[src/rtl/sfr_timer_v1.sv]
// sfr_timer_v1: prescaled up-counter with period wrap, one-shot mode and
// overflow flag feedback into the control SFR via per-bit HW updates.
//
// Ports:
//   sys_clk       - system clock, rising edge
//   sys_rst       - asynchronous active-high reset
//   ctrl_dout     - control SFR value (EN, ONESHOT, IE, PS, OVF)
//   period_dout   - period SFR value; counter wraps to 0 after reaching it
//   cnt_wen       - one-cycle SW write strobe for the counter
//   cnt_wdata     - SW counter write value
//   tmr_hw_update - per-bit HW-update request to the control SFR
//   tmr_hw_value  - per-bit HW-update value to the control SFR
//   cnt_value     - registered counter value
//   tmr_irq       - level interrupt (OVF & IE)
module sfr_timer_v1 #(
    parameter int TMR_WIDTH = 32,
    parameter int PS_WIDTH  = 4
) (
    input  logic                 sys_clk,
    input  logic                 sys_rst,
    input  logic [TMR_WIDTH-1:0] ctrl_dout,
    input  logic [TMR_WIDTH-1:0] period_dout,
    input  logic                 cnt_wen,
    input  logic [TMR_WIDTH-1:0] cnt_wdata,
    output logic [TMR_WIDTH-1:0] tmr_hw_update,
    output logic [TMR_WIDTH-1:0] tmr_hw_value,
    output logic [TMR_WIDTH-1:0] cnt_value,
    output logic                 tmr_irq
);

    // Prescaler counter is wide enough for the largest divider 2^(2^PS_WIDTH-1).
    localparam int PSC_W = (1 << PS_WIDTH) - 1;

    localparam int BIT_EN   = 0;
    localparam int BIT_OS   = 1;
    localparam int BIT_IE   = 2;
    localparam int BIT_PS   = 4;
    localparam int BIT_OVF  = 8;

    // Control field decode
    logic                ctrl_en;
    logic                ctrl_os;
    logic                ctrl_ie;
    logic                ctrl_ovf;
    logic [PS_WIDTH-1:0] ctrl_ps;

    assign ctrl_en  = ctrl_dout[BIT_EN];
    assign ctrl_os  = ctrl_dout[BIT_OS];
    assign ctrl_ie  = ctrl_dout[BIT_IE];
    assign ctrl_ovf = ctrl_dout[BIT_OVF];
    assign ctrl_ps  = ctrl_dout[BIT_PS +: PS_WIDTH];

    // Bits of the control word this block never looks at.
    logic unused_ctrl_bits;
    assign unused_ctrl_bits = ^{ctrl_dout[TMR_WIDTH-1:BIT_OVF+1],
                                ctrl_dout[3]};

    // State
    logic [TMR_WIDTH-1:0] cnt_q,    cnt_d;
    logic [PSC_W-1:0]     ps_cnt_q, ps_cnt_d;
    logic                 ovf_q,    ovf_d;
    logic                 clr_en_q, clr_en_d;
    logic                 done_q,   done_d;

    // Datapath intermediates
    logic                 run;
    logic [PSC_W-1:0]     ps_mask;
    logic                 tick;
    logic                 at_period;
    logic                 wrap;

    assign run = ctrl_en & ~done_q;

    // Mask of the low PS bits of the prescaler; all-ones there means tick.
    always_comb begin
        ps_mask = '0;
        for (int i = 0; i < PSC_W; i++) begin
            ps_mask[i] = (i < int'(ctrl_ps));
        end
    end

    assign tick      = run & ((ps_cnt_q & ps_mask) == ps_mask);
    assign at_period = (cnt_q == period_dout);
    // A SW counter write suppresses any wrap in the same cycle.
    assign wrap      = ~cnt_wen & tick & at_period;

    // Prescaler next state
    always_comb begin
        ps_cnt_d = ps_cnt_q;
        if (cnt_wen) begin
            ps_cnt_d = '0;
        end else if (run) begin
            ps_cnt_d = ps_cnt_q + 1'b1;
        end else begin
            ps_cnt_d = '0;
        end
    end

    // Counter next state; counting past the period (after a SW write or a
    // period reduction) simply rolls over at full width with no wrap event.
    always_comb begin
        cnt_d = cnt_q;
        if (cnt_wen) begin
            cnt_d = cnt_wdata;
        end else if (wrap) begin
            cnt_d = '0;
        end else if (tick) begin
            cnt_d = cnt_q + 1'b1;
        end
    end

    // Overflow pulse, one-shot EN clear request and the done blocker.
    // done holds off counting until the SFR's EN has actually dropped.
    always_comb begin
        ovf_d    = wrap;
        clr_en_d = wrap & ctrl_os;
        done_d   = done_q;
        if (!ctrl_en) begin
            done_d = 1'b0;
        end else if (wrap && ctrl_os) begin
            done_d = 1'b1;
        end
    end

    always_ff @(posedge sys_clk or posedge sys_rst) begin
        if (sys_rst) begin
            cnt_q    <= '0;
            ps_cnt_q <= '0;
            ovf_q    <= 1'b0;
            clr_en_q <= 1'b0;
            done_q   <= 1'b0;
        end else begin
            cnt_q    <= cnt_d;
            ps_cnt_q <= ps_cnt_d;
            ovf_q    <= ovf_d;
            clr_en_q <= clr_en_d;
            done_q   <= done_d;
        end
    end

    // HW-update bundle to the control SFR: set OVF, and clear EN in one-shot.
    always_comb begin
        tmr_hw_update          = '0;
        tmr_hw_value           = '0;
        tmr_hw_update[BIT_OVF] = ovf_q;
        tmr_hw_value[BIT_OVF]  = ovf_q;
        tmr_hw_update[BIT_EN]  = clr_en_q;
        tmr_hw_value[BIT_EN]   = 1'b0;
    end

    assign cnt_value = cnt_q;
    assign tmr_irq   = ctrl_ovf & ctrl_ie;

endmodule

[config.mk]
export PLATFORM = sky130hd
export DESIGN_NAME = sfr_timer_v1
export DESIGN_NICKNAME = d
export VERILOG_FILES = /design/src/rtl/sfr_timer_v1.sv
export SDC_FILE = /design/constraint.sdc
export NUM_CORES = 1
export LEC_CHECK = 0
export CORE_MARGIN = 1.5
export CORE_UTILIZATION = 24
export CTS_CLUSTER_DIAMETER = 50
export DETAILED_ROUTE_END_ITERATION = 12
export SETUP_SLACK_MARGIN = 0.5
export SKIP_CTS_REPAIR_TIMING = 1
export SLEW_MARGIN = 20
export SYNTH_ARGS = -nofsm -noshare
export SYNTH_HDL_FRONTEND = slang
export SYNTH_SLANG_ARGS = --single-unit
[constraint.sdc]
create_clock -name sys_clk -period 2.6 [get_ports sys_clk]
set_clock_uncertainty 0.05 [all_clocks]
set_input_delay 0.26 -clock sys_clk [delete_from_list [all_inputs] [get_ports sys_clk]]
set_output_delay 0.26 -clock sys_clk [all_outputs]
set_load 0.03 [all_outputs]
# Word level (Yosys, flattened, before mapping)
# Cells that the tools add are included.
# op_classes
magnitude_cmp	15
bitwise_logic	9
eq_ne	3
add_sub_neg	2
reduce_logical	2
n_mux	7
# ops
cell	n
$mux 32	3
$add 32x1->32 const B	1
$eq 32x32->1	1
$mux 15	2
$lt 4x4->1 const A	7
$lt 3x4->1 const A	4
$add 15x1->15 const B	1
$and 15x15->15	1
$eq 15x15->1	1
$lt 1x4->1 const A	2
$lt 2x4->1 const A	2
$and 1x1->1	6
$reduce_bool 3->1	1
$mux 1	2
$ne 2x1->1 const B	1
$not 1->1	2
$logic_and 1x1->1	1
# totals
regBits	50
out_inout_bits	97
elab_cells	43

# Depth between registers and ports, before layout
# Gate-level depths: netlist of the first run.
# depth
ltp_word	9
depth_mapped	11

# Least setup slack after synthesis of the first run
# No wires, ideal clock.
# synth_timing
path_kind	register to register
from	reg cnt_q[0] (netlist: cnt_value[0])
to	reg cnt_q[10] (netlist: cnt_value[10])
path_slack_ns	0.228
stages_incl_launch_ff	9
n_path_buf	0
t_arrival_ns	2.185
setup_time_ns	0.137
t_required_ns	2.413
cell_sequence	dfrtp_1 ha_1 and3_1 and3_1 nand3_1 or2_2 a21o_1 a221oi_1 a21oi_1
# synth_via
elab_chain_len	4
# synth_lines
item	line_no	rtl
start, declared	59	logic [TMR_WIDTH-1:0] cnt_q, cnt_d;
start signal, assigned	133	cnt_q <= cnt_d;
$add 32x1->32 or $eq 32x32->1 (tied branches)	108, 83	
$mux 32 or $and 1x1->1 (tied branches)	107, 85	
$mux 32	105	end else if (wrap) begin
$mux 32	103	if (cnt_wen) begin
# Several ways; a longest one is shown, not always the timed one. The select of a mux whose other input is x is not followed.
# A chain may end at the register's enable or synchronous reset.

# Worst setup path in the final report of the first run
# layout_timing
from	reg cnt_q[11] (netlist: cnt_value[11])
to	reg cnt_q[7] (netlist: cnt_value[7])
# layout_via
elab_chain_len	4
# layout_lines
item	line_no	rtl
$eq 32x32->1 *	83	assign at_period = (cnt_q == period_dout);
$and 1x1->1 *	85	assign wrap = ~cnt_wen & tick & at_period;
$mux 32	105	
$mux 32	103	
# Every way passes the cells marked *; elsewhere a longest branch is shown, timed or not.

==> qor.csv, run 1 <==
stage;metric;value;unit
run_status;status;finished clean;
grt;first-pass GRT wire length;19000;um
sta;max-slew violations;0;
sta;Worst slew margin;0.569;
sta;min cycle time layout;2.17;ns
clock_tree;Inserted Clock Buffers;5;
detailed_routing;via/cell ratio;4.53;
pwr;Pleak;2.37;nW
logic_synthesis;EDFF count, synth;0;
detailed_routing;final WL;12900;um
critical_path;WP data required;2.71;ns
sta;period utilization;0.836;
detailed_routing;DRC;0;
cells_and_area;storage element area;1280;um^2
sta;setup ws final;0.426;ns
floorplanning;Initial Utilization;0.246;
floorplanning;core region area;15900;um^2
logic_synthesis;Yosys cell types;53;
cells_and_area;area of the multi-input gates;2480;um^2
clock_tree;clock-pin slew on the worst setup and hold paths;0.07;ns
sta;fmax;460;MHz
logic_synthesis;Mapped Area;3900;um^2
logic_synthesis;Seq/Total Area, Yosys;0.321;
detailed_routing;Avg WL per Cell;15.9;um
grt;gr ovfl total;0;
logic_synthesis;Synth Area per Inst;8.47;um^2
logic_synthesis;#FFs+latches synth;50;
placement;DP HPWL;9750;um
critical_path;crit-path max FO;7;
sta;count of final setup violators;0;
sta;unrepaired setup endpoints after global routing;true;
logic_synthesis;largest cells by area after synthesis;dfrtp_1 32%, buf_4 13%, xnor2_1 8.8%, nor2_1 3.4%, o21ai_0 3.2%;
logic_synthesis;Synth top area share;0.321;
cells_and_area;cell area after layout;5740;um^2
clock_tree;clock sinks;50;
detailed_routing;antenna-violating nets left;0;
grt;vias in the first global route;3448;
logic_synthesis;area leader, netlist;dfrtp_1;
cells_and_area;Area Overhead vs Synth;47.0;%
clock_tree;CTS tree;done;
cells_and_area;most common cell after layout, fill and taps aside;clkdlybuf4s50_1;
placement;GP Congestion;0.886;
cells_and_area;# fillers;1632;
floorplanning;Ports;196;
grt;initial antenna violation count;0;
logic_synthesis;Ys Warns;0;
critical_path;Setup CP Type;flip-flop to flip-flop;
clock_tree;clock buffer depth;2;
placement;cell area after placement;5160;um^2
cells_and_area;ANT cells;0;
critical_path;startpoint class of the critical path;flip-flop;
critical_path;Arrival @ worst endpoint;2.29;ns
logic_synthesis;Synth async-reset ratio;1.00;
pwr;worst vdd ir;0.000229;V
clock_tree;Worst-Skew Late Latency;0.30;ns
floorplanning;die area;17000;um^2
cells_and_area;commonest cells after routing, fill and taps aside;105 x clkdlybuf4s50_1, 61 x conb_1, 38 x buf_4;
critical_path;CP Capture Type;flip-flop;
cells_and_area;share of layout cells above drive strength 1;0.214;
placement;Place WS;-0.0180;ns
detailed_routing;Pre-Repair DR Iteration Count;5;
floorplanning;DIE WIDTH;131;um
placement;number of I/O port buffers;110;
sta;Fin. Hold Viols;0;
clock_tree;number of H-tree levels;2;
logic_synthesis;synthesized instance count;461;
grt;GRT Util Overall;0.146;
detailed_routing;initial drt markers;195;
sta;Tightest Pin Transition;0.647;ns
worst_hold_path;HP Class;input port to flip-flop;
clock_tree;Root Driver;clkbuf_16;
floorplanning;chip height;131;um
detailed_routing;via count;3680;
grt;largest net degree at the start of global routing;51;
flow_run;Max Cap Violations;0;
floorplanning;Placement Rows;46;
cells_and_area;nets@finish;697;
logic_synthesis;Primary FF master, synth;dfrtp_1;
pwr;pwr dens;411;nW/um^2
## state kept, by name (all words and copies together), names as in the netlist
register	flops
cnt_value	32
ovf_q	1
ps_cnt_q	15
clr_en_q	1
done_q	1
## Yosys cell counts (4+ instances only)
library cell and n:
clkbuf_1 11, nand4_1 16, o2111ai_1 4, inv_1 15, xor2_1 13, dfrtp_1 50, nand2_1 32, a31oi_1 7
xnor2_1 39, and3_1 14, and2_1 4, or3_1 4, nand3_1 21, buf_2 9, a2bb2oi_1 10, buf_4 66
nor2_1 35, a221oi_1 7, a21oi_1 18, nor3_1 9, o21ai_0 25
## stage by stage
step | TNS, ns | util | hold WS, ns | instances | total power [mW]
3_3_place_gp | -0.0311 | 0.325 | 0.430 | 784 | 1.64
6_report | 0 | 0.361 | 0.226 | 813 | 2.36
4_1_cts | 0 | 0.334 | 0.447 | 792 | 2.32
3_5_place_dp | -0.0407 | 0.325 | 0.440 | 784 | 1.64
2_1_floorplan | 0 | - | 0.331 | 521 | 1.40
5_1_grt | 0 | 0.361 | 0.230 | 813 | 2.46
## worst paths after layout
path / end / slack, ns / startpoint / cells past startpoint
hold / removal: done_q / 0.23 / ctrl_dout[0] / 2
setup / recovery: cnt_value[7] / 0.43 / cnt_value[11] / 8
hold reg to reg: ps_cnt_q[0] / 0.49 / ps_cnt_q[0] / 1
min in group asynchronous: ps_cnt_q[12] / 0.40 / sys_rst / 3
setup reg to reg: cnt_value[7] / 0.43 / cnt_value[11] / 8
max in group asynchronous: cnt_value[3] / 1.63 / sys_rst / 3
## report_power, final
group | internal [mW] | switching, mW | leakage (nW)
combinational | 0.333 | 0.435 | 1.70
clock | 0.385 | 0.294 | 0.0712
sequential | 0.827 | 0.0864 | 0.596
## kinds of logic after synthesis
group,Yosys count,share of synthesized area
buffers and inverters,104,0.172
other,1,0.000961
AND/OR/NAND/NOR,153,0.203
multiplexers,3,0.00833
XOR/XNOR,52,0.117
AO/OA/AOI/OAI,96,0.172
flip-flops,50,0.321
adder cells (fa/ha/maj),2,0.00641
## layout make-up
class / instances / area share
Clock buffer: 8 / 0.0255
Timing Repair Buffer: 156 / 0.262
Tap cell: 216 / 0.0471
Inverter: 15 / 0.0105
Multi-Input combinational cell: 368 / 0.433
Sequential cell: 50 / 0.222
## critical path, cell delays in order, from the launching register on
cell and delay, ns:
dfrtp_2 0.48, xnor2_2 0.14, nand4_1 0.17, nor4_2 0.35, and3_4 0.28, nor2_2 0.07
buf_4 0.16, a221oi_1 0.27, a21oi_1 0.07
## metal layers
| metal | GRT usage | part of all wire | up-vias |
|---|---|---|---|
| li1 | - | - | 1762 |
| met1 | 0.190 | 0.43 | 1755 |
| met2 | 0.245 | 0.49 | 143 |
| met3 | 0.0240 | 0.056 | 20 |
| met4 | 0.0511 | 0.024 | 0 |
| met5 | 0 | 0 | - |
Note: power is estimated with default switching activity, not from simulation.
==> run 2: changes to the inputs <==
==> constraint.sdc (replaced) <==
create_clock -name sys_clk -period 1.9 [get_ports sys_clk]
set_clock_uncertainty 0.05 [all_clocks]
set_input_delay 0.19 -clock sys_clk [delete_from_list [all_inputs] [get_ports sys_clk]]
set_output_delay 0.19 -clock sys_clk [all_outputs]
set_load 0.03 [all_outputs]
==> qor.csv, run 2 (synthesized netlist as in run 1, its figures left out) <==
stage;metric;value;unit
run_status;status;complete, but fails checks;
run_status;failing checks;setup timing;
sta;unrepaired setup endpoints after global routing;true;
placement;DP HPWL;11100;um
critical_path;Setup CP Type;flip-flop to flip-flop;
floorplanning;Placement Rows;46;
sta;period utilization;1.18;
clock_tree;clock sinks;50;
floorplanning;chip height;131;um
placement;cell area after placement;5910;um^2
floorplanning;core region area;15900;um^2
sta;worst hold slack;0.273;ns
floorplanning;DIE WIDTH;131;um
critical_path;CP Capture Type;flip-flop;
pwr;pwr dens;520;nW/um^2
placement;Place WS;-0.675;ns
pwr;worst vdd ir;0.000296;V
detailed_routing;antenna-violating nets left;0;
cells_and_area;share of layout cells above drive strength 1;0.362;
sta;Tightest Pin Transition;0.737;ns
clock_tree;clock-pin slew on the worst setup and hold paths;0.07;ns
detailed_routing;Pre-Repair DR Iteration Count;7;
pwr;Power, Total;3.37;mW
cells_and_area;commonest cells after routing, fill and taps aside;85 x buf_4, 70 x clkdlybuf4s50_1, 61 x conb_1;
placement;GP Congestion;0.920;
grt;largest net degree at the start of global routing;51;
sta;max-slew violations;0;
worst_hold_path;HP Class;input port to async pin;
placement;number of I/O port buffers;110;
cells_and_area;most common cell after layout, fill and taps aside;buf_4;
flow_run;Max Cap Violations;0;
sta;min cycle time layout;2.24;ns
detailed_routing;final WL;14400;um
cells_and_area;Finished Layout Cells;877;
cells_and_area;max reg flops;32;
critical_path;startpoint class of the critical path;flip-flop;
clock_tree;CTS tree;done;
sta;Worst slew margin;0.508;
critical_path;Arrival @ worst endpoint;2.35;ns
critical_path;WP data required;2.01;ns
pwr;Pleak;2.89;nW
sta;Fin. Hold Viols;0;
detailed_routing;Avg WL per Cell;16.4;um
floorplanning;die area;17000;um^2
grt;gr ovfl total;0;
clock_tree;Worst-Skew Late Latency;0.30;ns
grt;vias in the first global route;3737;
critical_path;crit-path max FO;5;
floorplanning;Ports;196;
cells_and_area;cell area after layout;6490;um^2
grt;first-pass GRT wire length;20600;um
detailed_routing;DRC;0;
clock_tree;clock buffer depth;2;
placement;Post-Place Cells;857;
detailed_routing;via count;4005;
cells_and_area;ANT cells;0;
detailed_routing;initial drt markers;294;
clock_tree;Root Driver;clkbuf_16;
clock_tree;number of H-tree levels;2;
clock_tree;Inserted Clock Buffers;5;
sta;count of final setup violators;34;
grt;initial antenna violation count;0;
sta;setup ws final;-0.339;ns
detailed_routing;via/cell ratio;4.57;
cells_and_area;nets@finish;761;
grt;GRT Util Overall;0.159;
sta;fmax;447;MHz
cells_and_area;Area Overhead vs Synth;66.3;%
floorplanning;Initial Utilization;0.246;
## run 2: report_power, final
group	internal, mW	switching, mW
logic	0.524	0.698
registers	1.13	0.0692
clock network	0.525	0.426
## run 2: worst paths after layout
| kind | from | endpoint | slack (ns) | cells after the start |
|---|---|---|---|---|
| max in group asynchronous | sys_rst | cnt_value[0] | 1.27 | 3 |
| min | sys_rst | clr_en_q | 0.27 | 3 |
| min in group sys_clk | cnt_wen | cnt_value[0] | 0.34 | 4 |
| min reg2reg | ps_cnt_q[0] | ps_cnt_q[0] | 0.46 | 1 |
| max reg2reg | cnt_value[21] | cnt_value[7] | -0.34 | 8 |
| max | cnt_value[21] | cnt_value[7] | -0.34 | 8 |
## run 2: area by class of cell
class / count / area, um^2
inverters: 15 / 60.1
well taps: 216 / 270
multi-input cells: 368 / 2700
clock inverters: 1 / 5.00
fillers: 1601 / 9390
clock buffers: 7 / 143
repair buffers: 220 / 2040
flip-flops and latches: 50 / 1280
## run 2: metrics by stage
stage | util | setup TNS, ns
2_1_floorplan | - | -2.52
5_1_grt | 0.409 | -10.79
4_1_cts | 0.381 | -10.08
6_report | 0.409 | -8.00
3_3_place_gp | 0.372 | -16.34
3_5_place_dp | 0.372 | -18.95
## run 2: per-layer routing
layer | wire [um] | vias up | GRT usage
li1 | - | 1887 | -
met1 | 6310 | 1894 | 0.217
met2 | 6670 | 185 | 0.251
met3 | 871 | 39 | 0.0269
met4 | 557 | 0 | 0.0653
met5 | 0 | - | 0
## run 2: critical path: stages (launching register included)
cell and delay, ns:
dfrtp_1 0.42, xnor2_1 0.23, nand4_1 0.23, nor4_4 0.34
and3_4 0.29, nor2_4 0.06, buf_4 0.17, a221oi_2 0.25
a21oi_1 0.06
==> run 3: changes to the inputs <==
--- a/config.mk
+++ b/config.mk
@@ -9,6 +9,7 @@
 export CORE_UTILIZATION = 24
 export CTS_CLUSTER_DIAMETER = 50
 export DETAILED_ROUTE_END_ITERATION = 12
+export DONT_BUFFER_PORTS = 1
 export SETUP_SLACK_MARGIN = 0.5
 export SKIP_CTS_REPAIR_TIMING = 1
 export SLEW_MARGIN = 20
==> qor.csv, run 3 (synthesized netlist as in run 1, its figures left out) <==
stage;metric;value;unit
grt;first-pass GRT wire length;19300;um
flow_run;Max Cap Violations;0;
sta;Tightest Pin Transition;0.589;ns
pwr;worst vdd ir;0.000325;V
sta;worst hold slack;-0.0748;ns
critical_path;Crit-path slowest cell;dfrtp_2;
critical_path;Arrival @ worst endpoint;2.30;ns
cells_and_area;most common cell after layout, fill and taps aside;buf_4;
sta;count of final setup violators;34;
cells_and_area;max reg flops;32;
cells_and_area;Post-Route Utilization;0.355;
sta;Worst slew margin;0.607;
critical_path;Reg-to-Reg Start;cnt_value[10];
run_status;failing checks;hold timing, setup timing;
critical_path;Setup CP Type;flip-flop to flip-flop;
grt;largest net degree at the start of global routing;48;
cells_and_area;nets@finish;676;
critical_path;startpoint class of the critical path;flip-flop;
critical_path;crit-path max FO;8;
critical_path;CP Capture Type;flip-flop;
critical_path;WP data required;2.03;ns
worst_hold_path;HP Class;input port to flip-flop;
pwr;Pleak;2.40;nW
floorplanning;Placement Rows;46;
detailed_routing;initial drt markers;268;
detailed_routing;DRC;0;
detailed_routing;via count;3728;
critical_path;critical-path cell list;xnor2_2, nand4_1, nor4_4, and3_4, nor2_2, a221oi_2, a21oi_1;
critical_path;CP peak stage delay;0.44;ns
run_status;status;complete, but fails checks;
floorplanning;Ports;196;
clock_tree;clock buffer depth;2;
critical_path;worst r2r path cells;7;
pwr;pwr dens;555;nW/um^2
detailed_routing;via/cell ratio;4.71;
detailed_routing;DR top layer;met4;
critical_path;Worst Setup SP;cnt_value[10];
floorplanning;die area;17000;um^2
floorplanning;core region area;15900;um^2
sta;fmax;460;MHz
clock_tree;Inserted Clock Buffers;5;
grt;gr ovfl total;0;
cells_and_area;ANT cells;0;
detailed_routing;wire length on met3;1190;um
placement;Place WS;-0.427;ns
grt;initial antenna violation count;0;
sta;unrepaired setup endpoints after global routing;true;
placement;DP HPWL;10600;um
detailed_routing;Avg WL per Cell;17.5;um
detailed_routing;final WL;13900;um
cells_and_area;Area Overhead vs Synth;44.3;%
detailed_routing;met1 wire length;5630;um
grt;GRT Util Overall;0.150;
cells_and_area;area of the multi-input gates;2760;um^2
sta;setup ws final;-0.275;ns
floorplanning;chip height;131;um
clock_tree;CTS tree;done;
detailed_routing;antenna-violating nets left;0;
placement;GP Congestion;0.894;
cells_and_area;Finished Layout Cells;792;
clock_tree;clock-pin slew on the worst setup and hold paths;0.07;ns
detailed_routing;metal2 WL;6690;um
sta;max-slew violations;0;
placement;Post-Place Cells;744;
sta;Fin. Hold Viols;11;
sta;period utilization;1.14;
cells_and_area;share of layout cells above drive strength 1;0.387;
critical_path;RR Endpoint;cnt_value[7];
critical_path;R2R setup slack;-0.28;ns
floorplanning;DIE WIDTH;131;um
sta;min cycle time layout;2.18;ns
critical_path;CP endpoint;cnt_value[7];
clock_tree;clock sinks;50;
cells_and_area;storage element area;1270;um^2
clock_tree;number of H-tree levels;2;
clock_tree;Worst-Skew Late Latency;0.30;ns
detailed_routing;Pre-Repair DR Iteration Count;4;
cells_and_area;commonest cells after routing, fill and taps aside;100 x buf_4, 61 x conb_1, 31 x dfrtp_1;
floorplanning;Initial Utilization;0.246;
clock_tree;Root Driver;clkbuf_16;
placement;number of I/O port buffers;0;
cells_and_area;# fillers;1646;
grt;vias in the first global route;3395;
## run 3: layout make-up
class                   instances  area share
repair buffers                134       0.199
inverters                      15      0.0107
clock inverters                 1    0.000888
flip-flops and latches         50       0.226
clock buffers                   7      0.0253
well taps                     216      0.0480
multi-input cells             369       0.490
## run 3: worst min path at each step
stage / from / endpoint / slack, ns / depth (start not counted)
4_1_cts: sys_rst / cnt_value[22] / -0.24 / 1
3_3_place_gp: sys_rst / ovf_q / 0.09 / 1
6_report: cnt_wen / cnt_value[7] / -0.07 / 1
2_1_floorplan: sys_rst / clr_en_q / 0.18 / 1
5_1_grt: cnt_wen / cnt_value[3] / -0.08 / 1
3_5_place_dp: sys_rst / ovf_q / 0.08 / 1
## run 3: layer usage
layer	up-vias	GRT usage
met1	1827	0.185
met5	-	0
met3	22	0.0566
met4	0	0.0517
met2	151	0.239
li1	1728	-
## run 3: per-stage QoR
stage	instance area [um^2]	setup TNS, ns	power [mW]	hold slack [ns]
detailed placement	4730	-9.65	2.09	0.0836
floorplan	4400	-2.52	1.93	0.182
CTS	4870	-10.44	3.02	-0.242
finish	5630	-6.06	3.13	-0.0748
global placement	4730	-8.80	2.08	0.0869
global route	5630	-8.83	3.28	-0.0794
## run 3: where the power goes
part,switching [mW],leakage [nW],internal [mW]
sequential,0.0790,0.598,1.13
combinational,0.614,1.73,0.377
clock,0.405,0.0739,0.524
total,1.10,2.40,2.03
## run 3: critical path, delay by kind of cell, from the launching register on
family / cells / cell delay, ns
compound gates: 2 / 0.36
flops: 1 / 0.44
simple gates: 4 / 1.04
xor+xnor: 1 / 0.17
